==> src/rtl/dlsc_pcie_s6_outbound_write_tlpgen.sv <==
// Memory Write TLP generator for the 32-bit Spartan-6 PCIe TX stream:
// emits a 3DW/4DW header from a captured descriptor, then passes the payload through.
module dlsc_pcie_s6_outbound_write_tlpgen #(
    parameter int ADDR = 32
) (
    input  logic            clk,
    input  logic            rst_n,
    input  logic [15:0]     requester_id,
    output logic            wr_tlp_h_ready,
    input  logic            wr_tlp_h_valid,
    input  logic [ADDR-3:0] wr_tlp_h_addr,
    input  logic [9:0]      wr_tlp_h_len,
    input  logic [3:0]      wr_tlp_h_be_first,
    input  logic [3:0]      wr_tlp_h_be_last,
    output logic            wr_tlp_d_ready,
    input  logic            wr_tlp_d_valid,
    input  logic [31:0]     wr_tlp_d_data,
    input  logic            tx_ready,
    output logic            tx_valid,
    output logic [31:0]     tx_data,
    output logic            tx_last,
    output logic            busy
);

    typedef enum logic [2:0] {
        ST_IDLE,
        ST_H0,
        ST_H1,
        ST_H2,
        ST_HA,
        ST_DATA
    } state_t;

    state_t          state, state_next;
    logic [ADDR-3:0] addr_r;
    logic [9:0]      len_r;
    logic [3:0]      bef_r, bel_r;
    logic [10:0]     rem, rem_next;
    logic            tx_valid_next, tx_last_next;
    logic [31:0]     tx_data_next;
    logic            capture;
    logic            adv;
    logic [63:0]     byte_addr;
    logic            is_4dw;
    logic [31:0]     dw0, dw1;

    assign adv       = !tx_valid || tx_ready;
    assign byte_addr = 64'(addr_r) << 2;
    assign is_4dw    = (byte_addr[63:32] != 32'd0);

    assign dw0 = {1'b0, (is_4dw ? 2'b11 : 2'b10), 5'b00000, 1'b0, 3'b000, 4'b0000,
                  1'b0, 1'b0, 2'b00, 2'b00, len_r};
    assign dw1 = {requester_id, 8'h00, ((len_r == 10'd1) ? 4'h0 : bel_r), bef_r};

    assign wr_tlp_h_ready = (state == ST_IDLE);
    assign wr_tlp_d_ready = (state == ST_DATA) && adv;
    assign busy           = (state != ST_IDLE) || tx_valid;

    always_comb begin
        state_next    = state;
        tx_valid_next = tx_valid;
        tx_data_next  = tx_data;
        tx_last_next  = tx_last;
        rem_next      = rem;
        capture       = 1'b0;

        // Once the held beat is taken, the register empties unless a new DW is loaded below.
        if (adv) begin
            tx_valid_next = 1'b0;
            tx_last_next  = 1'b0;
        end

        case (state)
            ST_IDLE: begin
                if (wr_tlp_h_valid) begin
                    capture    = 1'b1;
                    rem_next   = (wr_tlp_h_len == 10'd0) ? 11'd1024 : {1'b0, wr_tlp_h_len};
                    state_next = ST_H0;
                end
            end
            ST_H0: begin
                if (adv) begin
                    tx_valid_next = 1'b1;
                    tx_data_next  = dw0;
                    state_next    = ST_H1;
                end
            end
            ST_H1: begin
                if (adv) begin
                    tx_valid_next = 1'b1;
                    tx_data_next  = dw1;
                    state_next    = is_4dw ? ST_H2 : ST_HA;
                end
            end
            ST_H2: begin
                if (adv) begin
                    tx_valid_next = 1'b1;
                    tx_data_next  = byte_addr[63:32];
                    state_next    = ST_HA;
                end
            end
            ST_HA: begin
                if (adv) begin
                    tx_valid_next = 1'b1;
                    tx_data_next  = byte_addr[31:0];
                    state_next    = ST_DATA;
                end
            end
            ST_DATA: begin
                if (adv && wr_tlp_d_valid) begin
                    tx_valid_next = 1'b1;
                    tx_data_next  = wr_tlp_d_data;
                    tx_last_next  = (rem == 11'd1);
                    rem_next      = rem - 11'd1;
                    if (rem == 11'd1) begin
                        state_next = ST_IDLE;
                    end
                end
            end
            default: state_next = ST_IDLE;
        endcase
    end

    always_ff @(posedge clk or negedge rst_n) begin
        if (!rst_n) begin
            state    <= ST_IDLE;
            tx_valid <= 1'b0;
            tx_data  <= '0;
            tx_last  <= 1'b0;
            rem      <= '0;
            addr_r   <= '0;
            len_r    <= '0;
            bef_r    <= '0;
            bel_r    <= '0;
        end else begin
            state    <= state_next;
            tx_valid <= tx_valid_next;
            tx_data  <= tx_data_next;
            tx_last  <= tx_last_next;
            rem      <= rem_next;
            if (capture) begin
                addr_r <= wr_tlp_h_addr;
                len_r  <= wr_tlp_h_len;
                bef_r  <= wr_tlp_h_be_first;
                bel_r  <= wr_tlp_h_be_last;
            end
        end
    end

endmodule
==> config.mk <==
export PLATFORM = sky130hd
export DESIGN_NAME = dlsc_pcie_s6_outbound_write_tlpgen
export DESIGN_NICKNAME = d
export VERILOG_FILES = /design/src/rtl/dlsc_pcie_s6_outbound_write_tlpgen.sv
export SDC_FILE = /design/constraint.sdc
export NUM_CORES = 1
export LEC_CHECK = 0
export CORE_MARGIN = 1.5
export CORE_UTILIZATION = 52
export DETAILED_ROUTE_END_ITERATION = 8
export HOLD_SLACK_MARGIN = 0.03
export PLACE_DENSITY = 0.86
export SETUP_SLACK_MARGIN = 0.1
export SLEW_MARGIN = 30
export SYNTH_ARGS = -nofsm -noshare
export SYNTH_HDL_FRONTEND = slang
export SYNTH_SLANG_ARGS = --single-unit
==> constraint.sdc <==
create_clock -name clk -period 2.5 [get_ports clk]
set_input_delay 0.5 -clock clk [delete_from_list [all_inputs] [get_ports clk]]
set_output_delay 0.5 -clock clk [all_outputs]
set_load 0.05 [all_outputs]
==> summary.txt <==
Clock network
  – H-Tree Level Count: 3
  – Clock Path Buffers: 2
  – Clock-pin slew on the worst setup and hold paths: 90 ps
  – CTS tree: done
  – Clock sinks: 96
  – CTS buffer count: 9
  – CTS hold repair buffers: 0
  – Root buffer cell: clkbuf_8
  – Cts repair resizes: 0
  – Post CTS Setup Buffer Count: 0
  – Worst-Skew Late Latency: 360 ps

Floorplanning
  – Die X: 99.98 um
  – Die area: 9996 um^2
  – Placeable Area: 9196 um^2
  – Row cnt: 35
  – Die H: 99.98 um
  – Top Ports: 138
  – Initial Utilization: 53.18%

Min path
  – Hold Crit Class: input port to async pin

Power and ir drop
  – Leakage: 2.757 nW
  – Max VDD drop: 565.0 uV
  – Internal Pwr Total: 4.644 mW
  – Comb pwr share: 53.5%
  – Switch Pwr: 3.399 mW
  – Switch share: 42.26%
  – Total power per unit cell area: 1219 nW/um^2
  – Clock power share: 11.3%
  – Part of the power in registers: 35.2%

Placed design
  – I/O Buffers: 137
  – Area after DPL: 6426 um^2
  – GP Congestion: 0.8570
  – DP Wirelength: 9439 um

STA
  – Max_slew headroom: 60.98%
  – Final-report hold violation count: 0
  – Max-slew violations: 0
  – Slew @ Worst Pin: 585.2 ps
  – Fin Clk Skew: 12.14 ps
  – RSZ-0062 raised after global routing: no
  – Tcrit/Tclk final: 83.44%
  – Final setup viols: 0
  – Setup TNS: 0 ps
  – Fmax: 479.4 MHz
  – Minimum clock period: 2086 ps

Setup path
  – R2R Path End: tx_data[3]
  – Worst path max stage delay: 660 ps
  – Data arrival, critical path: 2320 ps
  – WS Path Type: flop to flop
  – Critical Path Fanout Max: 15
  – Most common cell on crit path: buf_4
  – Cells on worst reg2reg path: 6
  – R2r startpoint: state[2]
  – Slowest cell on crit path: dfrtp_1
  – Critical path startpoint category: flop
  – Req. time, crit path: 2730 ps
  – Crit-path cells: buf_4 -> nor2b_1 -> buf_4 -> nor2_1 -> a222oi_1 -> o21ai_0
  – R2R setup slack: 410 ps
  – CP Capture Type: flop

Cells and area
  – Final Cell Area: 6596 um^2
  – Post-layout util: 71.73%
  – N_diodes: 0
  – Area delta synth->final: 34.87%
  – Layout cells sized above 1: 19.55%
  – NumNets Final: 672

Synth
  – Synthesized cell area: 4891 um^2
  – Share of the synthesized area in the top cell type: 49.12%
  – Post-synthesis register bit count: 96
  – Share of flip-flops with an asynchronous set or reset: 100.0%
  – Synthesized instance count: 433
  – Syn_area_per_cell: 11.30 um^2
  – Ys Warns: 0
  – Largest cells by area after synthesis: dfrtp_1 49%, mux2_2 12%, mux2i_1 5.7%
  – Post-synth top area cell: dfrtp_1
  – EDFF count, synth: 0
  – Syn_nets: 536
  – Seq/Total Area, Yosys: 49.12%
  – Yosys cell types: 51
  – Prevailing post-synth register cell: dfrtp_1

GRT
  – Global-route wire length before repair: 20480 um
  – Initial antenna violation count: 0
  – Vias in the first global route: 4163
  – Grt total ovfl: 0
  – Largest net degree at the start of global routing: 45
  – Total GRT Usage: 26.29%

Drt
  – Vias/cell: 5.931
  – DRT Pass-1 Iters: 5
  – Post-route ant nets: 0
  – Aggregate routed wire length: 12670 um
  – Vias: 4057
  – Post-DR wirelength/cell: 18.52 um
  – DRC: 0
  – Starting DRC count in detailed routing: 215

Status
  – Run status: finished clean

Run
  – Max_cap viols: 0
## per-stage QoR
step	hold slack, ps	instances	setup slack [ps]	power [mW]
6_report	126.6	684	413.9	8.043
5_1_grt	167.4	684	276.2	8.546
2_1_floorplan	204.4	433	176.6	5.835
4_1_cts	148.0	684	429.5	8.056
3_5_place_dp	478.2	669	256.4	7.130
3_3_place_gp	475.1	669	275.2	6.917
## state kept, by name, summed over array words and instances, names as in the netlist
| name | cells |
|---|---|
| tx_valid | 1 |
| len_r | 10 |
| bel_r | 4 |
| tx_last | 1 |
| state | 3 |
| bef_r | 4 |
| rem | 11 |
| tx_data | 32 |
| addr_r | 30 |
## cell usage in the layout (no fill, tap or decap), drive strengths merged, types with 4 or more instances in the layout
cell           synthesis  final
clkdlybuf4s50          0    133
dfrtp                 96     96
mux2                  65     65
o21ai                 55     55
nand2                 31     31
mux2i                 28     28
a21oi                 23     23
buf                   22     23
nor2                  13     13
o31ai                 11     11
clkbuf                 9     10
nor2b                  8      8
inv                    7      8
nand3                  7      7
nand2b                 6      6
nor3                   5      5
a22oi                  4      4
nor3b                  4      4
clkinv                 0      4
## synth_stat cells (all sizes together), types with 3 or more instances
master,count
o21ai,55
dfrtp,96
buf,22
mux2i,28
o31ai,11
nor3b,4
mux2,65
nor2,13
a22oi,4
inv,7
nand2b,6
nor3,5
nand2,31
a21oi,23
o22ai,3
nand3,7
clkbuf,9
nor4,3
nor2b,8
a31oi,3
## critical path: cells and delay by family (launching register included)
family                 cells  cell delay [ps]
flip-flops                 1              660
AO/OA/AOI/OAI              2              450
AND/OR/NAND/NOR            2              350
buffers and inverters      2              510
## metal layers
metal  up-vias  wire length, um  track usage [%]
met3        30              700            4.178
met5         -                0                0
met1      2007             5188            32.75
met4         0              312            10.62
met2       167             6469            45.84
li1       1853                -                -
## power groups by stage
stage               sequential [mW]  clock [mW]  combinational, mW
finish                         2.83       0.910               4.30
global route                   2.92       0.997               4.63
CTS                            2.83       0.924               4.31
detailed placement             2.85           0               4.28
global placement               2.79           0               4.12
floorplan                      3.22           0               2.61
## cell families (layout without fill, tap and decap cells)
family | after synthesis | after routing | synth area share (%)
DFF | 96 | 96 | 49.12
and+or+nand+nor | 88 | 88 | 9.977
muxes | 93 | 93 | 21.85
adders and majority gates | 2 | 2 | 0.5116
AOI/OAI and AO/OA | 116 | 116 | 14.28
buffers and inverters | 38 | 178 | 4.272
## how the worst max path moves through the flow
| stage | endpoint | slack (ps) | depth (start not counted) | startpoint |
|---|---|---|---|---|
| floorplan | busy | 180 | 5 | state[0] |
| global route | tx_data[3] | 280 | 6 | state[2] |
| finish | tx_data[3] | 410 | 6 | state[2] |
| detailed placement | tx_data[0] | 260 | 6 | wr_tlp_d_valid |
| CTS | tx_data[3] | 430 | 6 | state[2] |
| global placement | tx_data[0] | 280 | 6 | wr_tlp_d_valid |
## area by class of cell
| class | count | area (um^2) |
|---|---|---|
| fill | 654 | 2600 |
| sequential | 96 | 2404 |
| multi-input combinational | 299 | 2291 |
| timing repair buffer | 156 | 1567 |
| tap | 111 | 138.9 |
| clock buffer | 10 | 137.6 |
| clock inverter | 5 | 32.53 |
| inverter | 7 | 26.28 |
Note: power is estimated with default switching activity, not from simulation.
